$ cat src/rtl/matmul_seq_ctrl.sv
// matmul_seq_ctrl: sequencer for an NxN matrix multiply, one C element at a time.
// Per element it issues N paired A/B reads, then drains the memory pipe and writes C.
//
// Ports:
//   clk, reset          clock (rising edge), asynchronous active-high reset
//   start               begin a full multiply; sampled only in IDLE
//   hold                stall read issue; honoured only in LOAD
//   busy, done          busy outside IDLE; one-cycle done pulse after the last C write
//   rd_en, addr_a/b     A (column-major) and B (row-major) read strobe and addresses
//   mac_en, mac_clr     MAC accumulate / load-first-term strobes, aligned to read latency
//   c_we, addr_c        C (row-major) write strobe and address
module matmul_seq_ctrl #(
    parameter int N       = 8,
    parameter int ADDR_W  = 8,
    parameter int MEM_LAT = 1
) (
    input  logic              clk,
    input  logic              reset,
    input  logic              start,
    input  logic              hold,
    output logic              busy,
    output logic              done,
    output logic              rd_en,
    output logic [ADDR_W-1:0] addr_a,
    output logic [ADDR_W-1:0] addr_b,
    output logic              mac_en,
    output logic              mac_clr,
    output logic              c_we,
    output logic [ADDR_W-1:0] addr_c
);

    localparam int                CW   = $clog2(N);
    localparam logic [CW-1:0]     LAST = CW'(N - 1);
    localparam logic [ADDR_W-1:0] NA   = ADDR_W'(N);

    typedef enum logic [2:0] {
        S_IDLE,
        S_LOAD,
        S_DRAIN,
        S_WRITE,
        S_DONE
    } state_t;

    state_t state_q, state_d;

    logic [CW-1:0] i_q, i_d;
    logic [CW-1:0] j_q, j_d;
    logic [CW-1:0] k_q, k_d;

    logic [MEM_LAT-1:0] rd_pipe_q, rd_pipe_d;
    logic [MEM_LAT-1:0] clr_pipe_q, clr_pipe_d;
    logic [MEM_LAT-1:0] pend;
    logic [MEM_LAT-1:0] clr_sh;

    // Reads still in flight, excluding the one reaching the MAC this cycle.
    assign pend   = rd_pipe_q << 1;
    assign clr_sh = clr_pipe_q << 1;

    assign mac_en  = rd_pipe_q[MEM_LAT-1];
    assign mac_clr = clr_pipe_q[MEM_LAT-1];

    assign addr_a = ADDR_W'(k_q) * NA + ADDR_W'(i_q);
    assign addr_b = ADDR_W'(k_q) * NA + ADDR_W'(j_q);
    assign addr_c = ADDR_W'(i_q) * NA + ADDR_W'(j_q);

    always_ff @(posedge clk or posedge reset) begin
        if (reset) begin
            state_q    <= S_IDLE;
            i_q        <= '0;
            j_q        <= '0;
            k_q        <= '0;
            rd_pipe_q  <= '0;
            clr_pipe_q <= '0;
        end else begin
            state_q    <= state_d;
            i_q        <= i_d;
            j_q        <= j_d;
            k_q        <= k_d;
            rd_pipe_q  <= rd_pipe_d;
            clr_pipe_q <= clr_pipe_d;
        end
    end

    always_comb begin
        state_d = state_q;
        i_d     = i_q;
        j_d     = j_q;
        k_d     = k_q;
        busy    = (state_q != S_IDLE);
        done    = 1'b0;
        rd_en   = 1'b0;
        c_we    = 1'b0;

        unique case (state_q)
            S_IDLE: begin
                if (start) begin
                    state_d = S_LOAD;
                    i_d     = '0;
                    j_d     = '0;
                    k_d     = '0;
                end
            end
            S_LOAD: begin
                if (!hold) begin
                    rd_en = 1'b1;
                    if (k_q == LAST) begin
                        k_d     = '0;
                        state_d = S_DRAIN;
                    end else begin
                        k_d = k_q + CW'(1);
                    end
                end
            end
            S_DRAIN: begin
                // Leave once only the final beat remains; it hits the MAC now.
                if (pend == '0) begin
                    state_d = S_WRITE;
                end
            end
            S_WRITE: begin
                c_we = 1'b1;
                if (j_q == LAST) begin
                    j_d = '0;
                    if (i_q == LAST) begin
                        i_d     = '0;
                        state_d = S_DONE;
                    end else begin
                        i_d     = i_q + CW'(1);
                        state_d = S_LOAD;
                    end
                end else begin
                    j_d     = j_q + CW'(1);
                    state_d = S_LOAD;
                end
            end
            S_DONE: begin
                done    = 1'b1;
                state_d = S_IDLE;
                i_d     = '0;
                j_d     = '0;
                k_d     = '0;
            end
            default: begin
                state_d = S_IDLE;
            end
        endcase

        rd_pipe_d  = pend | MEM_LAT'(rd_en);
        clr_pipe_d = clr_sh | MEM_LAT'(rd_en && (k_q == '0));
    end

endmodule
$ cat config.mk
export PLATFORM = sky130hd
export DESIGN_NAME = matmul_seq_ctrl
export DESIGN_NICKNAME = d
export VERILOG_FILES = /design/src/rtl/matmul_seq_ctrl.sv
export SDC_FILE = /design/constraint.sdc
export NUM_CORES = 1
export LEC_CHECK = 0
export ABC_AREA = 1
export BUFFER_PORTS_ARGS = -buffer_cell sky130_fd_sc_hd__buf_2
export CAP_MARGIN = 20
export CORE_MARGIN = 2
export CORE_UTILIZATION = 49
export CTS_CLUSTER_DIAMETER = 60
export CTS_CLUSTER_SIZE = 24
export DETAILED_ROUTE_END_ITERATION = 7
export PLACE_DENSITY = 0.89
export SETUP_SLACK_MARGIN = 0.3
export SLEW_MARGIN = 10
export SYNTH_ARGS = -nofsm -noshare
export SYNTH_HDL_FRONTEND = slang
export SYNTH_SLANG_ARGS = --single-unit
$ cat constraint.sdc
create_clock -name clk -period 1.25 [get_ports clk]
set_input_delay 0.125 -clock clk [delete_from_list [all_inputs] [get_ports clk]]
set_output_delay 0.125 -clock clk [all_outputs]
set_load 0.02 [all_outputs]
# Word level (Yosys, flattened, before mapping)
# Index checks and enable logic that the tools add are counted.
word_totals:
  input_bits: 4
  elab_cells: 52
  ff_bits: 14
  out_inout_bits: 30
op_classes:
  addsub: 6
  eq_ne: 11
  mux: 19
  n_reduce_logical: 10
ops:
  columns: ["cell", "count"]
  rows:
  - ["3-bit two-way mux", 11]
  - ["3-bit one-hot mux with 3 select lines", 3]
  - ["6-bit by 3-bit adder with 7-bit output", 3]
  - ["3-bit equality test, second input constant", 4]
  - ["3-bit one-hot mux with 4 select lines", 1]
  - ["3-bit by 1-bit adder with 3-bit output, second input constant", 3]
  - ["3-bit AND reduction", 3]
  - ["3-bit nonzero test", 3]
  - ["2-bit inequality test, second input constant", 4]
  - ["3-bit by 2-bit equality test with 1-bit output, second input constant", 2]
  - ["3-bit zero test", 2]
  - ["1-bit two-way mux", 4]
  - ["3-bit by 1-bit equality test with 1-bit output, second input constant", 1]
  - ["2-bit AND reduction", 1]
  - ["1-bit logical AND", 1]

# Logic depth before layout (Yosys ltp)
# Gate-level depths: netlist of run 1.
logic_depth:
  depth_word: 4
  depth_mapped: 7
  mapped_depth_nobuf: 7

# Least setup slack after synthesis of run 1
# Ideal clock, no wire load.
synth_timing:
  path_type: "reg-to-reg"
  from: "register state_q[1]"
  to: "register clr_pipe_q, in the netlist mac_clr"
  t_arrival_ns: 1.236
  stages_incl_launch_ff: 6
  slack_ns: -0.059
  setup_ns: 0.073
  path_cell_list: "dfrtp_1 nor2_2 nand2_1 nor2_1 nand2_1 nor2_1"
synth_via:
  elab_chain_cells: 3
synth_rtl:
  columns: ["item", "line_no", "source"]
  rows:
  - ["start, declared", "44", "state_t state_q, state_d;"]
  - ["start signal, assigned", "75", "state_q <= state_d;"]
  - ["3-bit by 1-bit equality test with 1-bit output", "94", "unique case (state_q)"]
  - ["1-bit two-way mux", "94", null]
  - ["named net rd_en", "23", "output logic rd_en,"]
  - ["1-bit logical AND", "149", "clr_pipe_d = clr_sh | MEM_LAT'(rd_en && (k_q == '0));"]
  - ["named net clr_pipe_d", "51", "logic [MEM_LAT-1:0] clr_pipe_q, clr_pipe_d;"]
  - ["end signal, assigned", "80", "clr_pipe_q <= clr_pipe_d;"]
  - ["end, declared", "51", null]
# The timed path passes the listed nets, and every way through them passes these cells.
# A chain may end at the register's enable or synchronous reset.

# Worst setup path after layout of run 1
layout_timing:
  from: "register state_q[0]"
  to: "output port done"
layout_via:
  elab_chain_cells: 2
layout_rtl:
  columns: ["item", "line_no", "source"]
  rows:
  - ["3-bit equality test", "94", null]
  - ["1-bit two-way mux", "94", null]
  - ["end, declared", "22", "output logic done,"]
# Every way passes these cells.

==> impl_results.md, run 1 <==
* Status: finished, violations left
* Failing checks: negative setup slack
* DP HPWL at 1440 um
* Synth Area in Compound Gates at 1.78%
* Layout area overhead at 80.9%
* Post-synthesis mux area share at 0%
* Synthesized instance count at 119
* Maximum clock path buffer count at 2
* Clock insertion delay at the later pin of the skew report at 0.30 ns
* Tmin final at 1.43 ns
* Ratio of cells with drive above 1 in the final layout at 72.7%
* DR vias at 1082
* Final worst setup slack at -0.180 ns
* WS Path Type: flip-flop to primary output
* Reg clk slew, reported paths at 0.10 ns
* Nets@finish at 184
* Tcrit/Tclk final at 114%
* Simple-gate portion of the synthesized area at 33.4%
* Placement Rows at 16
* Initial detailed-routing violation count at 47
* Commonest non-fill, non-tap cell in the layout: buf_6
* CTS tree: built
* Slew HR at 62.0%
* Final-report setup violation count at 17
* Final cell count without fillers at 199
* Critical Path RT at 1.12 ns
* Cell taking the most area after synthesis: dfrtp_1
* RSZ-0062 raised after global routing: true
* DRC viols at 0
* ANT nets after route at 0
* Setup crit end: done
* Mapped Area at 985 um2
* Worst Path Arrival at 1.30 ns
* Pre-CTS WS at -0.00638 ns
* Pwr per Cell Area at 2600 nW/um2
* Hold Vio Cnt, Final at 0
* Avg Cell Area, Syn at 8.27 um2
* Post-synthesis sequential area ratio at 35.6%
* Clock Skews at 0.00651 ns
* Fin. max-slew vios at 0
* Vias/cell at 5.44
* Top post-synthesis cells by area: dfrtp_1, nand2_1, buf_4
* Post-Route WL at 4250 um
* Starting Density at 51.2%
* Total clock sinks at 14
* Synth Warn # at 0
* Vias in the first global route at 1090
* Max frequency at 0.699 GHz
* Die Ht at 48.8 um
* Max IR drop VDD at 1820 uV
* Routed len/inst at 21.4 um
* Top cell type's share of synthesized area at 35.6%
* Die Wd at 48.8 um
* Synth Area in Adders at 8.89%
* Worst-case reg-to-reg path depth at 5
* Largest net degree at the start of global routing at 15
* Drt first pass iters at 4
* Inserted Clock Buffers at 3
* Final GP Congestion at 0.722
* P_leak at 0.855 nW
* Unique masters post-synth at 21
* Placed cells at 163
* Overflow after GRT at 0
* Number of antenna diodes at 0
* H-tree lvl count at 1
* FF+latch count, synth at 14
* Final Core Density at 92.7%
* Crit path launch type: flip-flop
* # fillers at 66
* Critical path peak fanout at 4
* Synth Area in XOR/XNOR at 0%
* Most frequent cells in the layout: buf_6, nand2_1, nand2_2, buf_4, dfrtp_2
* Io pins at 34
* Crit end category: primary output
* Hold WC Path Type: input port to flip-flop
* Final TNS setup at -1.63 ns
* Largest family of logic cells by synthesized area: simple AND/OR/NAND/NOR gates
* Worst reg2reg startpoint: state_q[0]
* Max-cap violations at 0
* First-pass GRT wire length at 5440 um
* Total track usage at 30.6%
* Core area at 1920 um2
* Number of port buffers at 27
* Die area at 2380 um2
* R2R Setup Slk at -0.15 ns
* Worst flop-to-flop path endpoint: i_q[0]
* Crit. Startpoint: state_q[0]
* Worst Tran Pin Value at 0.569 ns
* Initial antenna violation count at 0
* Hold WS at 0.263 ns
* Root Driver: clkbuf_4
==> state kept, by name, summed over array words and instances, names as in the netlist <==
signal / cells
i_q: 3
j_q: 3
k_q: 3
state_q: 3
mac_clr: 1
mac_en: 1
==> per-layer routing <==
| metal | global-route usage [%] | wire length (um) | vias up |
|---|---|---|---|
| met5 | 0 | 0 | - |
| met4 | 14.3 | 205 | 0 |
| met3 | 3.99 | 279 | 23 |
| met2 | 53.0 | 2130 | 74 |
| met1 | 37.5 | 1630 | 525 |
| li1 | - | - | 460 |
==> kinds of logic (layout without fill, tap and decap cells) <==
family                   Yosys count  in the layout
AO/OA/AOI/OAI                      3              3
adder cells (fa/ha/maj)            7              7
buffers and inverters             31             78
flip-flops                        14             14
other                              1              6
AND/OR/NAND/NOR                   63             64
==> through the flow <==
stage                     area [um2]  total power [mW]
after floorplan                 1120              2.28
after global placement          1160              2.47
after detailed placement        1160              2.56
after CTS                       1620              3.83
after global routing            1780              4.80
final                           1780              4.64
==> repair_timing <==
item / in CTS / in global routing
setup endpoints to repair: 36 / 38
buffers inserted: 22 / 8
pin swaps: 21 / 20
hold buffers: 1 / 0
resized for setup: 72 / 31
cloned: 1 / 0
endpoints found under the hold margin: 14 / 0
==> Yosys cell counts (all sizes together) <==
library cell,count
o21ai,1
o211ai,1
conb,1
inv,14
nand2,37
nand3,6
dfrtp,14
ha,7
nor2,14
buf,17
a21oi,1
nand4,6
==> report_power, final <==
group / leakage, nW / total, mW / switching, mW / internal, mW
clock: 0.0210 / 0.362 / 0.184 / 0.178
sequential: 0.166 / 0.915 / 0.273 / 0.641
combinational: 0.668 / 3.36 / 1.80 / 1.56
==> critical path, cell delays in order (launching register included) <==
cell and delay, ns:
dfrtp_2 0.49, nor2_4 0.23, inv_4 0.08, nor2_4 0.09
buf_6 0.12
==> how the worst min path moves through the flow <==
stage               start         end  slack (ns)  cells after the start
floorplan           reset      i_q[2]        0.01                      1
global placement    reset     mac_clr        0.18                      2
detailed placement  reset     mac_clr        0.19                      2
CTS                  hold  state_q[0]        0.24                      3
global route         hold      mac_en        0.31                      4
finish               hold  state_q[0]        0.26                      3
==> area by class of cell <==
| type | instances | area [um2] | area share (%) |
|---|---|---|---|
| repair buffers | 60 | 593 | 33.3 |
| flip-flops and latches | 14 | 365 | 20.5 |
| clock buffers | 4 | 36.3 | 2.04 |
| inverters | 14 | 63.8 | 3.58 |
| well taps | 27 | 33.8 | 1.90 |
| multi-input cells | 80 | 689 | 38.7 |
Note: power is estimated with default switching activity, not from simulation.
==> run 2, diff against run 1 <==
Settings changed: CORE_ASPECT_RATIO set to 1.25.
==> run 2 against run 1 <==
Effect of this change:
- the flow still finishes with violations (negative setup slack)
- clock-buffer cell count is the same
- hold slack lost 0.078 ns
- non-clock buffer count shrank 8
==> impl_results.md, run 2 (synthesis gave the netlist of run 1 again) <==
* Status: finished, violations left
* Failing checks: negative setup slack
* Most frequent cells in the layout: buf_6, nand2_1, buf_4
* Reg area at 365 um2
* Net switching fraction of the power at 44.9%
* Ratio of cells with drive above 1 in the final layout at 63.2%
* Reg clk slew, reported paths at 0.09 ns
* Max IR drop VDD at 1770 uV
* DP HPWL at 1470 um
* WS Path Type: flip-flop to primary output
* H-tree lvl count at 1
* Io pins at 34
* Inserted Clock Buffers at 3
* RSZ-0062 raised after global routing: true
* Drt first pass iters at 4
* Critical path peak fanout at 6
* Final worst setup slack at -0.0921 ns
* Total clock sinks at 14
* Nets@finish at 175
* Maximum clock path buffer count at 2
* Critical-path cell list: nor2_4 -> inv_4 -> nor2_4 -> buf_6
* CTS tree: built
* Max-cap violations at 0
* Crit path launch type: flip-flop
* Critical Path RT at 1.12 ns
* Routed len/inst at 13.7 um
* DRC viols at 0
* Clock Skews at 0.00113 ns
* Internal power at 2.24 mW
* P_leak at 0.803 nW
* Commonest non-fill, non-tap cell in the layout: buf_6
* Largest net degree at the start of global routing at 15
* Vias/cell at 5.10
* Root Driver: clkbuf_4
* Hold Vio Cnt, Final at 0
* Die Ht at 54.1 um
* Combinational Power Share at 69.7%
* Initial antenna violation count at 0
* Final GP Congestion at 0.786
* Layout area overhead at 66.6%
* Starting Density at 50.8%
* Pwr per Cell Area at 2480 nW/um2
* Max stage delay on crit path at 0.48 ns
* Final TNS setup at -0.277 ns
* Core area at 1940 um2
* Multi-input gate area at 629 um2
* First-pass GRT wire length at 3860 um
* Fin. max-slew vios at 0
* Total track usage at 22.1%
* Tcrit/Tclk final at 107%
* Worst Path Arrival at 1.22 ns
* Post-Route WL at 2510 um
* Tmin final at 1.34 ns
* Die area at 2390 um2
* # fillers at 108
* Placement Rows at 18
* Final-report setup violation count at 7
* Total net switching power at 1.83 mW
* Hold WC Path Type: input port to flip-flop
* Pre-CTS WS at -0.00764 ns
* Number of antenna diodes at 0
* Hold WS at 0.185 ns
* Flop pwr share at 22.1%
* Die Wd at 44.1 um
* Max frequency at 0.745 GHz
* ANT nets after route at 0
* Most used cell, CP: nor2_4
* Crit path max-delay family: flip-flops
* Overflow after GRT at 0
* DR vias at 934
* Crit end category: primary output
* Clock insertion delay at the later pin of the skew report at 0.29 ns
* CP max-delay cell: dfrtp_2
* Vias in the first global route at 961
* Initial detailed-routing violation count at 16
* Buf+Inv Stages, Crit Path at 2
* Clock power share at 8.2%
* Number of port buffers at 27
==> run 2: cell types whose count changed in the layout (fill, tap and decap cells not counted), moves of 2 or more <==
cell / change
buf_4: -2
buf_6: -7
nand2_2: -9
nor2_4: -2
nand2_1: +10
==> run 2: power by group through the flow <==
stage | clock network [mW] | logic (mW) | registers, mW
after detailed placement | 0 | 1.63 | 0.906
after CTS | 0.332 | 2.63 | 0.891
after floorplan | 0 | 1.27 | 1.01
final | 0.334 | 2.83 | 0.897
after global routing | 0.358 | 3.06 | 0.916
after global placement | 0 | 1.58 | 0.887
==> run 2: worst paths after layout <==
kind	startpoint	depth (start not counted)	slack, ns	end
max in group asynchronous	reset	3	0.67	k_q[1]
worst min register to register	i_q[2]	2	0.56	i_q[2]
worst min-delay path	hold	3	0.18	mac_en
worst max-delay path	state_q[0]	4	-0.09	done
worst max register to register	state_q[0]	7	-0.01	i_q[1]
min in group asynchronous	reset	3	0.34	mac_clr
==> run 2: per-layer routing <==
metal	global-route usage [%]	vias to the layer above	routed length, um	share of wire [%]
met1	22.3	458	888	35
met5	0	-	0	0
met3	2.68	7	83	3.3
met4	14.1	0	61	2.4
met2	42.2	23	1480	59
li1	-	446	-	-
==> run 2: repair_timing <==
item / CTS / global route
setup endpoints to repair: 36 / 49
hold buffers: 1 / 0
buffers inserted: 20 / 3
gates resized for setup: 68 / 11
hold endpoints to repair: 14 / 0
pin swaps: 17 / 4
gates cloned: 0 / 0
==> run 2: layout make-up <==
class,count,share of cell area [%]
Multi-Input combinational cell,79,38.4
Timing Repair Buffer,52,31.7
Sequential cell,14,22.3
Inverter,14,3.97
Clock buffer,4,2.21
Tap cell,20,1.53
==> run 2: worst reg2reg max path, cell delays in order (launching register included) <==
cell	delay, ns
dfrtp_2	0.48
nor2_4	0.20
inv_4	0.06
buf_12	0.14
nand2_8	0.08
nand3_4	0.09
nand2_2	0.07
nand2_1	0.05
==> run 2: through the flow <==
step                      util [%]  area, um2  cells  total power, mW
after global routing          84.7       1640    183             4.33
after CTS                     81.5       1580    180             3.86
after detailed placement      59.0       1140    155             2.53
final                         84.7       1640    183             4.06
after floorplan                  -       1120    124             2.28
after global placement        59.0       1140    155             2.46
==> run 3, diff against run 2 <==
Settings changed: GPL_TIMING_DRIVEN set to 0.
==> run 3 against run 2 <==
Effect of this change:
- the run still ends with negative setup slack left
- total power up 16%
- register-to-register slack worse by 0.19 ns
- non-clock buffer count rose by 22
- sequential share of layout area down 2.4 points
- clock skew increased by 0.0035 ns
- flip-flop and latch count unchanged
- sequential power increased by 3.9%
- highest routed layer unchanged
==> impl_results.md, run 3 (synthesis gave the netlist of run 1 again) <==
* Die area at 2390 um2
* Final worst setup slack at -0.197 ns
* Hold WC Path Type: input port to flip-flop
* Reg clk slew, reported paths at 0.09 ns
* ANT nets after route at 0
* Worst min-delay path startpoint: hold
* Layout area overhead at 86.0%
* Worst Hold Depth at 3
* Max frequency at 0.691 GHz
* Drt first pass iters at 4
* Ratio of cells with drive above 1 in the final layout at 64.3%
* Worst-case reg-to-reg path depth at 6
* Placement Rows at 18
* Worst flop-to-flop path endpoint: i_q[2]
* Most frequent cells in the layout: buf_6, nand2_1, buf_4
* Total clock sinks at 14
* DR vias at 1177
* Final-report setup violation count at 17
* Worst Path Arrival at 1.64 ns
* Failing checks: negative setup slack
* Status: finished, violations left
* Overflow after GRT at 0
* First-pass GRT wire length at 4730 um
* Root Driver: clkbuf_4
* Number of port buffers at 27
* Die Wd at 44.1 um
* Starting Density at 50.8%
* Number of antenna diodes at 0
* H-tree lvl count at 1
* Largest net degree at the start of global routing at 15
* Hold Vio Cnt, Final at 0
* Final Core Density at 94.6%
* CTS tree: built
* Io pins at 34
* # fillers at 52
* Core area at 1940 um2
* Final GP Congestion at 0.764
* Clock insertion delay at the later pin of the skew report at 0.30 ns
* Routed len/inst at 23.0 um
* Fin. max-slew vios at 0
* Maximum clock path buffer count at 2
* Die Ht at 54.1 um
* Max IR drop VDD at 1910 uV
* Post-Route WL at 4730 um
* Hold WS at 0.178 ns
* Final Cell Area at 1830 um2
* P_leak at 0.929 nW
* Vias in the first global route at 1023
* Max-cap violations at 0
* DRC viols at 0
* Crit path launch type: flip-flop
* Pwr per Cell Area at 2580 nW/um2
* RSZ-0062 raised after global routing: true
* Tmin final at 1.45 ns
* Initial antenna violation count at 0
* Crit end category: flip-flop
* Total power at 4.73 mW
* Total track usage at 28.3%
* Commonest non-fill, non-tap cell in the layout: buf_6
* Worst reg2reg startpoint: state_q[1]
* Tcrit/Tclk final at 116%
* Area after DPL at 1280 um2
* Inserted Clock Buffers at 3
* Critical path peak fanout at 10
* WS Path Type: flip-flop to flip-flop
* DP HPWL at 1530 um
* Hold Path Sink: mac_en
* R2R Setup Slk at -0.20 ns
* Nets@finish at 197
* Vias/cell at 5.74
* Initial detailed-routing violation count at 45
* Clock Skews at 0.00465 ns
* Critical Path RT at 1.44 ns
[run 3: cell types whose count changed in the layout (fill, tap and decap cells not counted), moves of 5 or more]
cell,delta
nand2_2,-5
nand2_1,+5
buf_6,+14
buf_4,+9
[run 3: worst max-delay path: stages (launching register included)]
cell,delay (ns)
dfrtp_2,0.50
nor2_4,0.20
buf_4,0.15
nand3_4,0.08
buf_12,0.16
nand4_1,0.15
nand2_1,0.09
[run 3: power breakdown]
| part | leakage, nW | internal [mW] | total (mW) | switching, mW |
|---|---|---|---|---|
| Sequential | 0.167 | 0.639 | 0.932 | 0.294 |
| Clock | 0.0210 | 0.178 | 0.359 | 0.181 |
| Combinational | 0.741 | 1.71 | 3.44 | 1.73 |
| Total | 0.929 | 2.52 | 4.73 | 2.21 |
[run 3: timing repair]
item	CTS	global route
hold endpoints to repair	14	0
resized for setup	68	18
pin swaps	9	3
hold buffers	1	0
cloned	0	0
setup buffers	18	11
setup endpoints to repair	36	49
[run 3: layer usage]
metal  track usage, %  wire, um  share of wire [%]
met2             53.9      2560                 54
met5                0         0                  0
met1             29.1      1490                 32
met3             5.03       293                6.2
met4             14.1       378                8.0
[run 3: cell type report]
| cell class | instances | area, um2 | share of cell area (%) |
|---|---|---|---|
| plain buffers | 17 | 178 | 9.70 |
| clock buffers | 4 | 36.3 | 1.98 |
| inverters | 14 | 65.1 | 3.55 |
| multi-input cells | 79 | 602 | 32.9 |
| flip-flops and latches | 14 | 364 | 19.9 |
| well taps | 20 | 25.0 | 1.37 |
| repair buffers | 57 | 562 | 30.7 |
[run 3: how the worst max path moves through the flow]
stage,startpoint,slack [ns],to,cells past startpoint
final,state_q[1],-0.20,i_q[2],6
after global routing,state_q[1],-0.25,i_q[2],6
after CTS,state_q[0],-0.07,done,5
after detailed placement,state_q[0],0.001,k_q[0],5
after global placement,state_q[0],0.04,k_q[0],5
after floorplan,k_q[1],0.06,k_q[2],6
[run 3: stage by stage]
step,TNS (ns),cells,worst slack (ns)
after floorplan,0,124,0.0598
after global placement,0,171,0.0386
after detailed placement,0,171,0.00128
after global routing,-2.35,205,-0.253
after CTS,-0.517,194,-0.0711
final,-1.88,205,-0.197
